===== src/rtl/dual_input_debouncer.sv =====
// Two-channel switch/button conditioner: synchronise, debounce, and emit
// single-cycle rise/fall pulses. Channels A and B are fully independent.
module dual_input_debouncer #(
    parameter int unsigned STABLE_CYCLES = 1000000,
    parameter int unsigned CNT_W         = 24
) (
    input  logic clk,
    input  logic rst_n,
    input  logic raw_a,
    input  logic raw_b,
    output logic a_out,
    output logic b_out,
    output logic a_rise,
    output logic a_fall,
    output logic b_rise,
    output logic b_fall
);

    typedef enum logic [1:0] {
        STABLE_LO = 2'd0,
        WAIT_HI   = 2'd1,
        STABLE_HI = 2'd2,
        WAIT_LO   = 2'd3
    } state_e;

    // Final count value; the counter stops here, so it never wraps.
    localparam logic [CNT_W-1:0] CNT_LAST = CNT_W'(STABLE_CYCLES - 1);

    logic [1:0] raw;
    logic [1:0] out_w;
    logic [1:0] rise_w;
    logic [1:0] fall_w;

    assign raw = {raw_b, raw_a};

    for (genvar ch = 0; ch < 2; ch++) begin : g_ch
        logic             sync1_q;
        logic             sync2_q;
        state_e           state_q;
        logic [CNT_W-1:0] cnt_q;
        logic             out_q;
        logic             rise_q;
        logic             fall_q;

        // Two-flop synchroniser for the asynchronous raw level.
        always_ff @(posedge clk or negedge rst_n) begin
            if (!rst_n) begin
                sync1_q <= 1'b0;
                sync2_q <= 1'b0;
            end else begin
                sync1_q <= raw[ch];
                sync2_q <= sync1_q;
            end
        end

        // Debounce FSM with stability counter and registered level/pulse outputs.
        always_ff @(posedge clk or negedge rst_n) begin
            if (!rst_n) begin
                state_q <= STABLE_LO;
                cnt_q   <= '0;
                out_q   <= 1'b0;
                rise_q  <= 1'b0;
                fall_q  <= 1'b0;
            end else begin
                rise_q <= 1'b0;
                fall_q <= 1'b0;
                case (state_q)
                    STABLE_LO: begin
                        out_q <= 1'b0;
                        if (sync2_q) begin
                            cnt_q   <= '0;
                            state_q <= WAIT_HI;
                        end
                    end
                    WAIT_HI: begin
                        out_q <= 1'b0;
                        if (!sync2_q) begin
                            cnt_q   <= '0;
                            state_q <= STABLE_LO;
                        end else if (cnt_q == CNT_LAST) begin
                            cnt_q   <= '0;
                            state_q <= STABLE_HI;
                            out_q   <= 1'b1;
                            rise_q  <= 1'b1;
                        end else begin
                            cnt_q <= cnt_q + 1'b1;
                        end
                    end
                    STABLE_HI: begin
                        out_q <= 1'b1;
                        if (!sync2_q) begin
                            cnt_q   <= '0;
                            state_q <= WAIT_LO;
                        end
                    end
                    WAIT_LO: begin
                        out_q <= 1'b1;
                        if (sync2_q) begin
                            cnt_q   <= '0;
                            state_q <= STABLE_HI;
                        end else if (cnt_q == CNT_LAST) begin
                            cnt_q   <= '0;
                            state_q <= STABLE_LO;
                            out_q   <= 1'b0;
                            fall_q  <= 1'b1;
                        end else begin
                            cnt_q <= cnt_q + 1'b1;
                        end
                    end
                    default: begin
                        cnt_q   <= '0;
                        state_q <= STABLE_LO;
                        out_q   <= 1'b0;
                    end
                endcase
            end
        end

        assign out_w[ch]  = out_q;
        assign rise_w[ch] = rise_q;
        assign fall_w[ch] = fall_q;
    end

    assign a_out  = out_w[0];
    assign b_out  = out_w[1];
    assign a_rise = rise_w[0];
    assign b_rise = rise_w[1];
    assign a_fall = fall_w[0];
    assign b_fall = fall_w[1];

endmodule


===== config.mk =====
export PLATFORM = sky130hd
export DESIGN_NAME = dual_input_debouncer
export DESIGN_NICKNAME = d
export VERILOG_FILES = /design/src/rtl/dual_input_debouncer.sv
export SDC_FILE = /design/constraint.sdc
export NUM_CORES = 1
export LEC_CHECK = 0
export ABC_AREA = 1
export CORE_MARGIN = 3
export CORE_UTILIZATION = 35
export CTS_CLUSTER_DIAMETER = 100
export DETAILED_ROUTE_END_ITERATION = 7
export RECOVER_POWER = 100
export SLEW_MARGIN = 0
export SYNTH_ARGS = -nofsm -noshare
export SYNTH_HDL_FRONTEND = slang
export SYNTH_SLANG_ARGS = --single-unit

===== constraint.sdc =====
create_clock -name clk -period 1.8 [get_ports clk]
set_input_delay 0.36 -clock clk [delete_from_list [all_inputs] [get_ports clk]]
set_output_delay 0.36 -clock clk [all_outputs]
set_load 0.01 [all_outputs]

==> flow_summary.ini, run 1 <==
[status]
status = finished, violations left
failed_checks = capacitance limit, slew limit

[logic_synthesis]
ys.flop_type = dfrtp_1
yosysMostFrequentCell = nand2_1
ys_warn_count = 0
yosysSeqAreaShare = 0.417
synth_area_per_cell_um2 = 7.25
synth_nets = 520
yosys-top-cells-area = dfrtp_1 42%, nand2_1 18%, nand3_1 6.3%, inv_1 5.8%, nor2_1 4.7%
yosys.area.top_type = dfrtp_1
synth_cells = 514
netlist.area_leader.share = 0.417
ys_top_cells_by_count = 180 x nand2_1, 62 x dfrtp_1, 58 x inv_1, 47 x nand3_1, 47 x nor2_1
synth.cell_area_um2 = 3720
synth_edf_count = 0
synthArstFlopShare = 1.00
synth-seq-cells = 62
yosysUniqueCellTypes = 32

[flow_run]
maxCapViolations = 1

[setup_path]
slowest_delay_ns = 0.60
cp_max_fo = 1
crit_type = reg2out
arrival_ns = 1.30
crit_family = buffers and inverters
startpoint_type = flip-flop
critPathBufInv = 1
path_cells = dlygate4sd3_1
rr_worst_depth = 8
r2r_slack_ns = 0.19
crit_required_ns = 1.44
r2r_start = g_ch[0].cnt_q[0]
cp-end-kind = output pin
slowest_stage = dlygate4sd3_1

[sta]
min_period_over_period = 0.921
min_period_ns = 1.66
finClkSkew_ns = 0.0157
relSlewSlack = -0.0385
slew_viol_final = 63
setup_viol = 0
max_freq_ghz = 0.603
fin_ws_ns = 0.142
rsz0062_at_grt = false
hold_viol = 0
setup-tns-final_ns = 0
worst_slew_pin_slew_ns = 1.56

[drt]
vias = 3171
ant_nets = 0
route.detailed.drc = 0
drt-initial-drc-count = 184
wire_per_inst_um = 12.1
detail_route.vias_per_cell = 4.73
drt_pass1_iterations = 5
wl_um = 8090

[cells_and_area]
nFillCells = 1082
finalNetCount = 536
final_area_um2 = 4200
layout-drive-gt1-share = 0.108
area_growth_pct = 12.6
diodes = 0
final_core_util = 0.406

[floorplanning]
core_um2 = 10300
initial_core_util = 0.361
rows = 37
chipWidth_um = 109
pin_count = 10
die_area_um2 = 11900
die_h_um = 109

[worst_hold_path]
hp-start = g_ch[0].sync1_q
hold_path_depth = 0
hold_path_end = g_ch[0].sync2_q
hold_class = reg2reg

[pwr]
peakVddDrop_v = 0.000488
power.share.sequential = 0.464
clkPwrFrac = 0.492
p_int_mw = 2.42
pwr_density_cell_nw_per_um2 = 743
p_sw_frac = 0.222
combPwrFrac = 0.044
p_switching_mw = 0.691
leakage_nw = 2.01

[placement]
preCtsSetupSlack_ns = 0.0207
place_hpwl_um = 5670
gp_congestion = 0.870
port_buffers = 9
postPlaceCellArea_um2 = 3960

[global_route]
grt_pass1_wl_um = 13900
overflow = 0
grt_max_degree = 63
antenna_found_initial = 0
grt_pass1_vias = 3023
grt.total_usage = 0.145

[clocking]
clockRootBuffer = clkbuf_8
cts_tree = yes
post_cts_buffers = 0
ctsLongestPathBuffers = 2
clock_latency_ns = 0.34
clk_pin_slew_ns = 0.08
htree_num_levels = 3
cts_sinks = 62
cts_made_buffers = 9
==> metal layers <==
layer	up-vias	part of all wire	routed length, µm	track usage
li1	1648	-	-	-
met1	1492	0.45	3680	0.180
met2	29	0.52	4190	0.252
met3	2	0.025	201	0.0391
met4	0	0.0022	18	0.0271
met5	-	0	0	0
==> stage by stage <==
step,std cells,hold slack [ns],total power [mW]
finish,671,0.338,3.12
detailed placement,654,0.335,1.61
global route,671,0.347,3.25
global placement,654,0.332,1.61
CTS,670,0.0250,3.16
floorplan,514,0.0644,1.55
==> flip-flops by register name, summed over array words and instances, names as in the netlist, named ones only <==
signal        flops
g_ch.state_q      2
g_ch.cnt_q       48
b_rise            1
g_ch.sync1_q      2
g_ch.sync2_q      2
a_out             1
a_fall            1
a_rise            1
b_fall            1
b_out             1
==> placed cells by master (no fill, tap or decap), drive strengths merged <==
master,synthesis,routed
nor4,1,1
bufinv,0,3
xor2,14,14
nor3,8,8
a31oi,1,1
nand2,189,189
nor2,62,63
ha,2,2
dfrtp,62,62
xnor2,3,3
a21boi,2,2
o21ai,16,16
clkinv,0,1
o21bai,1,1
a21o,2,2
buf,9,6
clkinvlp,0,1
nand4,12,12
clkbuf,2,12
nand3,55,55
nor2b,1,1
o21a,2,2
or2,5,5
dlygate4sd3,0,8
o22ai,5,5
inv,58,58
nand3b,2,2
==> power by group through the flow <==
stage	combinational (mW)	sequential (mW)	clock, mW
5_1_grt	0.155	1.45	1.64
6_report	0.137	1.45	1.53
2_1_floorplan	0.0850	1.47	0
4_1_cts	0.144	1.45	1.57
3_3_place_gp	0.140	1.47	0
3_5_place_dp	0.142	1.47	0
==> repair_timing <==
| action | 4_1_cts | 5_1_grt |
|---|---|---|
| endpoints found under the setup margin | 1 | 36 |
| hold endpoints to repair | 0 | 0 |
| pin swaps | 0 | 1 |
| hold buffers | 0 | 0 |
| gates cloned | 0 | 1 |
| gates resized for setup | 1 | 2 |
==> cell families (layout without fill, tap and decap cells) <==
group / after synthesis / in the layout / synth area share
AND/OR/NAND/NOR: 335 / 336 / 0.411
buffers and inverters: 69 / 89 / 0.0793
flip-flops: 62 / 62 / 0.417
AO/OA/AOI/OAI: 29 / 29 / 0.0467
XOR/XNOR: 17 / 17 / 0.0400
adder cells (fa/ha/maj): 2 / 2 / 0.00672
==> layout make-up <==
type,instances,area (µm²),area share
clock inverters,5,106,0.0254
multi-input cells,384,1880,0.448
well taps,136,170,0.0406
inverters,58,218,0.0519
flip-flops and latches,62,1550,0.370
clock buffers,11,141,0.0337
repair buffers,15,128,0.0304
==> worst max-delay path by stage <==
stage,from,to,slack (ns),cells past startpoint
after floorplan,g_ch[0].cnt_q[0],g_ch[0].cnt_q[13],0.36,9
after global placement,g_ch[0].cnt_q[0],g_ch[0].cnt_q[21],0.08,8
after detailed placement,g_ch[1].cnt_q[0],g_ch[1].cnt_q[9],0.02,8
after CTS,g_ch[1].cnt_q[0],g_ch[1].cnt_q[9],0.005,8
after global routing,g_ch[1].cnt_q[0],g_ch[1].cnt_q[12],0.01,8
final,a_out,a_out,0.14,1
(Power assumes the default switching activity.)
==> run 2: changes to the inputs <==
--- a/config.mk
+++ b/config.mk
@@ -7,7 +7,7 @@
 export LEC_CHECK = 0
 export ABC_AREA = 1
 export CORE_MARGIN = 3
-export CORE_UTILIZATION = 35
+export CORE_UTILIZATION = 45
 export CTS_CLUSTER_DIAMETER = 100
 export DETAILED_ROUTE_END_ITERATION = 7
 export RECOVER_POWER = 100
==> run 2 against run 1 <==
The flow now finishes without violations. Maximum frequency fell by 0.47%. Sequential share of layout area rose by 0.17 points. Clock-buffer cell count up 2. Power is 2.2% lower. Clock power decreased by 5%. Core utilization grew 12 points. Critical endpoint is now a_rise. Largest cell class unchanged.
==> flow_summary.ini, run 2 (synthesized netlist as in run 1, its figures left out) <==
[floorplanning]
initial_core_util = 0.472
pin_count = 10
core_um2 = 7890
rows = 32
die_area_um2 = 9410
chipWidth_um = 97.0
die_h_um = 97.0

[placement]
place_hpwl_um = 5880
gp_congestion = 0.881
preCtsSetupSlack_ns = 0.0405
port_buffers = 9

[sta]
setup_viol = 0
slew_viol_final = 0
min_period_ns = 1.67
max_freq_ghz = 0.600
fin_ws_ns = 0.134
hold_viol = 0
rsz0062_at_grt = false
setup-tns-final_ns = 0
min_period_over_period = 0.925
relSlewSlack = 0.194
worst_slew_pin_slew_ns = 1.21
finClkSkew_ns = 0.00849

[drt]
wl_um = 8150
drt_pass1_iterations = 4
ant_nets = 0
route.detailed.drc = 0
vias = 3185
drt-initial-drc-count = 69
detail_route.vias_per_cell = 4.98
wire_per_inst_um = 12.7

[cells_and_area]
largest_reg_flops = 48
layout_commonest_cell = nand2_1
area_growth_pct = 12.1
finalNetCount = 539
regMostFlops = g_ch.cnt_q
layout-drive-gt1-share = 0.108
diodes = 0
final_cell_mix = 180 x nand2_1, 62 x dfrtp_1, 58 x inv_1, 50 x nand3_1, 47 x nor2_1

[setup_path]
crit_type = reg2out
arrival_ns = 1.31
slowest_delay_ns = 0.61
crit_family = buffers and inverters
path_cells = dlygate4sd3_1
cp_max_fo = 1
crit_required_ns = 1.44
startpoint_type = flip-flop
critPathBufInv = 1
r2r_slack_ns = 0.20
slowest_stage = dlygate4sd3_1
cp-end-kind = output pin

[clocking]
cts_sinks = 62
htree_num_levels = 3
clk_pin_slew_ns = 0.07
ctsLongestPathBuffers = 2
clockRootBuffer = clkbuf_8
cts_made_buffers = 9
cts_tree = yes
clock_latency_ns = 0.34
post_cts_buffers = 0

[pwr]
peakVddDrop_v = 0.000273
leakage_nw = 2.03
pwr_density_cell_nw_per_um2 = 730

[global_route]
overflow = 0
grt_pass1_wl_um = 14300
grt.total_usage = 0.186
antenna_found_initial = 0
grt_max_degree = 24
grt_pass1_vias = 3060

[status]
status = completed

[worst_hold_path]
hold_class = reg2reg

[flow_run]
maxCapViolations = 0
[run 2: layout make-up]
class,count,area [µm²]
tap,102,128
fill,786,3710
clock buffer,13,169
clock inverter,3,65.1
timing repair buffer,18,170
multi-input combinational,384,1880
inverter,58,218
sequential,62,1550
[run 2: power breakdown]
| group | internal [mW] | switching (mW) |
|---|---|---|
| Clock | 0.893 | 0.564 |
| Combinational | 0.0505 | 0.0953 |
| Sequential | 1.42 | 0.0246 |
| Total | 2.36 | 0.684 |
[run 2: final timing paths]
kind	startpoint	endpoint	depth (start not counted)
worst min register to register	g_ch[0].sync1_q	g_ch[0].sync2_q	0
max in group asynchronous	rst_n	g_ch[0].sync1_q	3
worst max-delay path	a_rise	a_rise	1
worst min-delay path	g_ch[0].sync1_q	g_ch[0].sync2_q	0
min in group asynchronous	rst_n	g_ch[0].cnt_q[19]	2
worst max register to register	g_ch[0].cnt_q[0]	g_ch[0].cnt_q[0]	7
[run 2: timing repair]
action	in CTS	in global routing
setup endpoints to repair	0	37
hold buffers	1	0
resized for setup	0	2
endpoints found under the hold margin	15	0
[run 2: metrics by stage]
stage                     hold slack, ns   util  cell area (µm²)  std cells  power, mW
final                              0.349  0.530             4180        640       3.05
after global routing               0.370  0.530             4180        640       3.19
after CTS                          0.352  0.531             4190        639       3.09
after detailed placement           0.336  0.500             3950        622       1.62
after global placement             0.332  0.500             3950        622       1.62
after floorplan                   0.0644      -             3720        514       1.55
[run 2: layer usage]
layer	wire length (µm)	share of wire	up-vias	global-route usage
li1	-	-	1656	-
met1	3730	0.46	1478	0.230
met2	4090	0.50	41	0.320
met3	187	0.023	10	0.0353
met4	138	0.017	0	0.0734
met5	0	0	-	0
[run 2: worst register-to-register path, delay by kind of cell (launching register included)]
kind                       cells  cell delay [ns]
and+or+nand+nor                5             0.75
DFF                            1             0.39
AOI/OAI and AO/OA              1             0.19
adders and majority gates      1             0.17
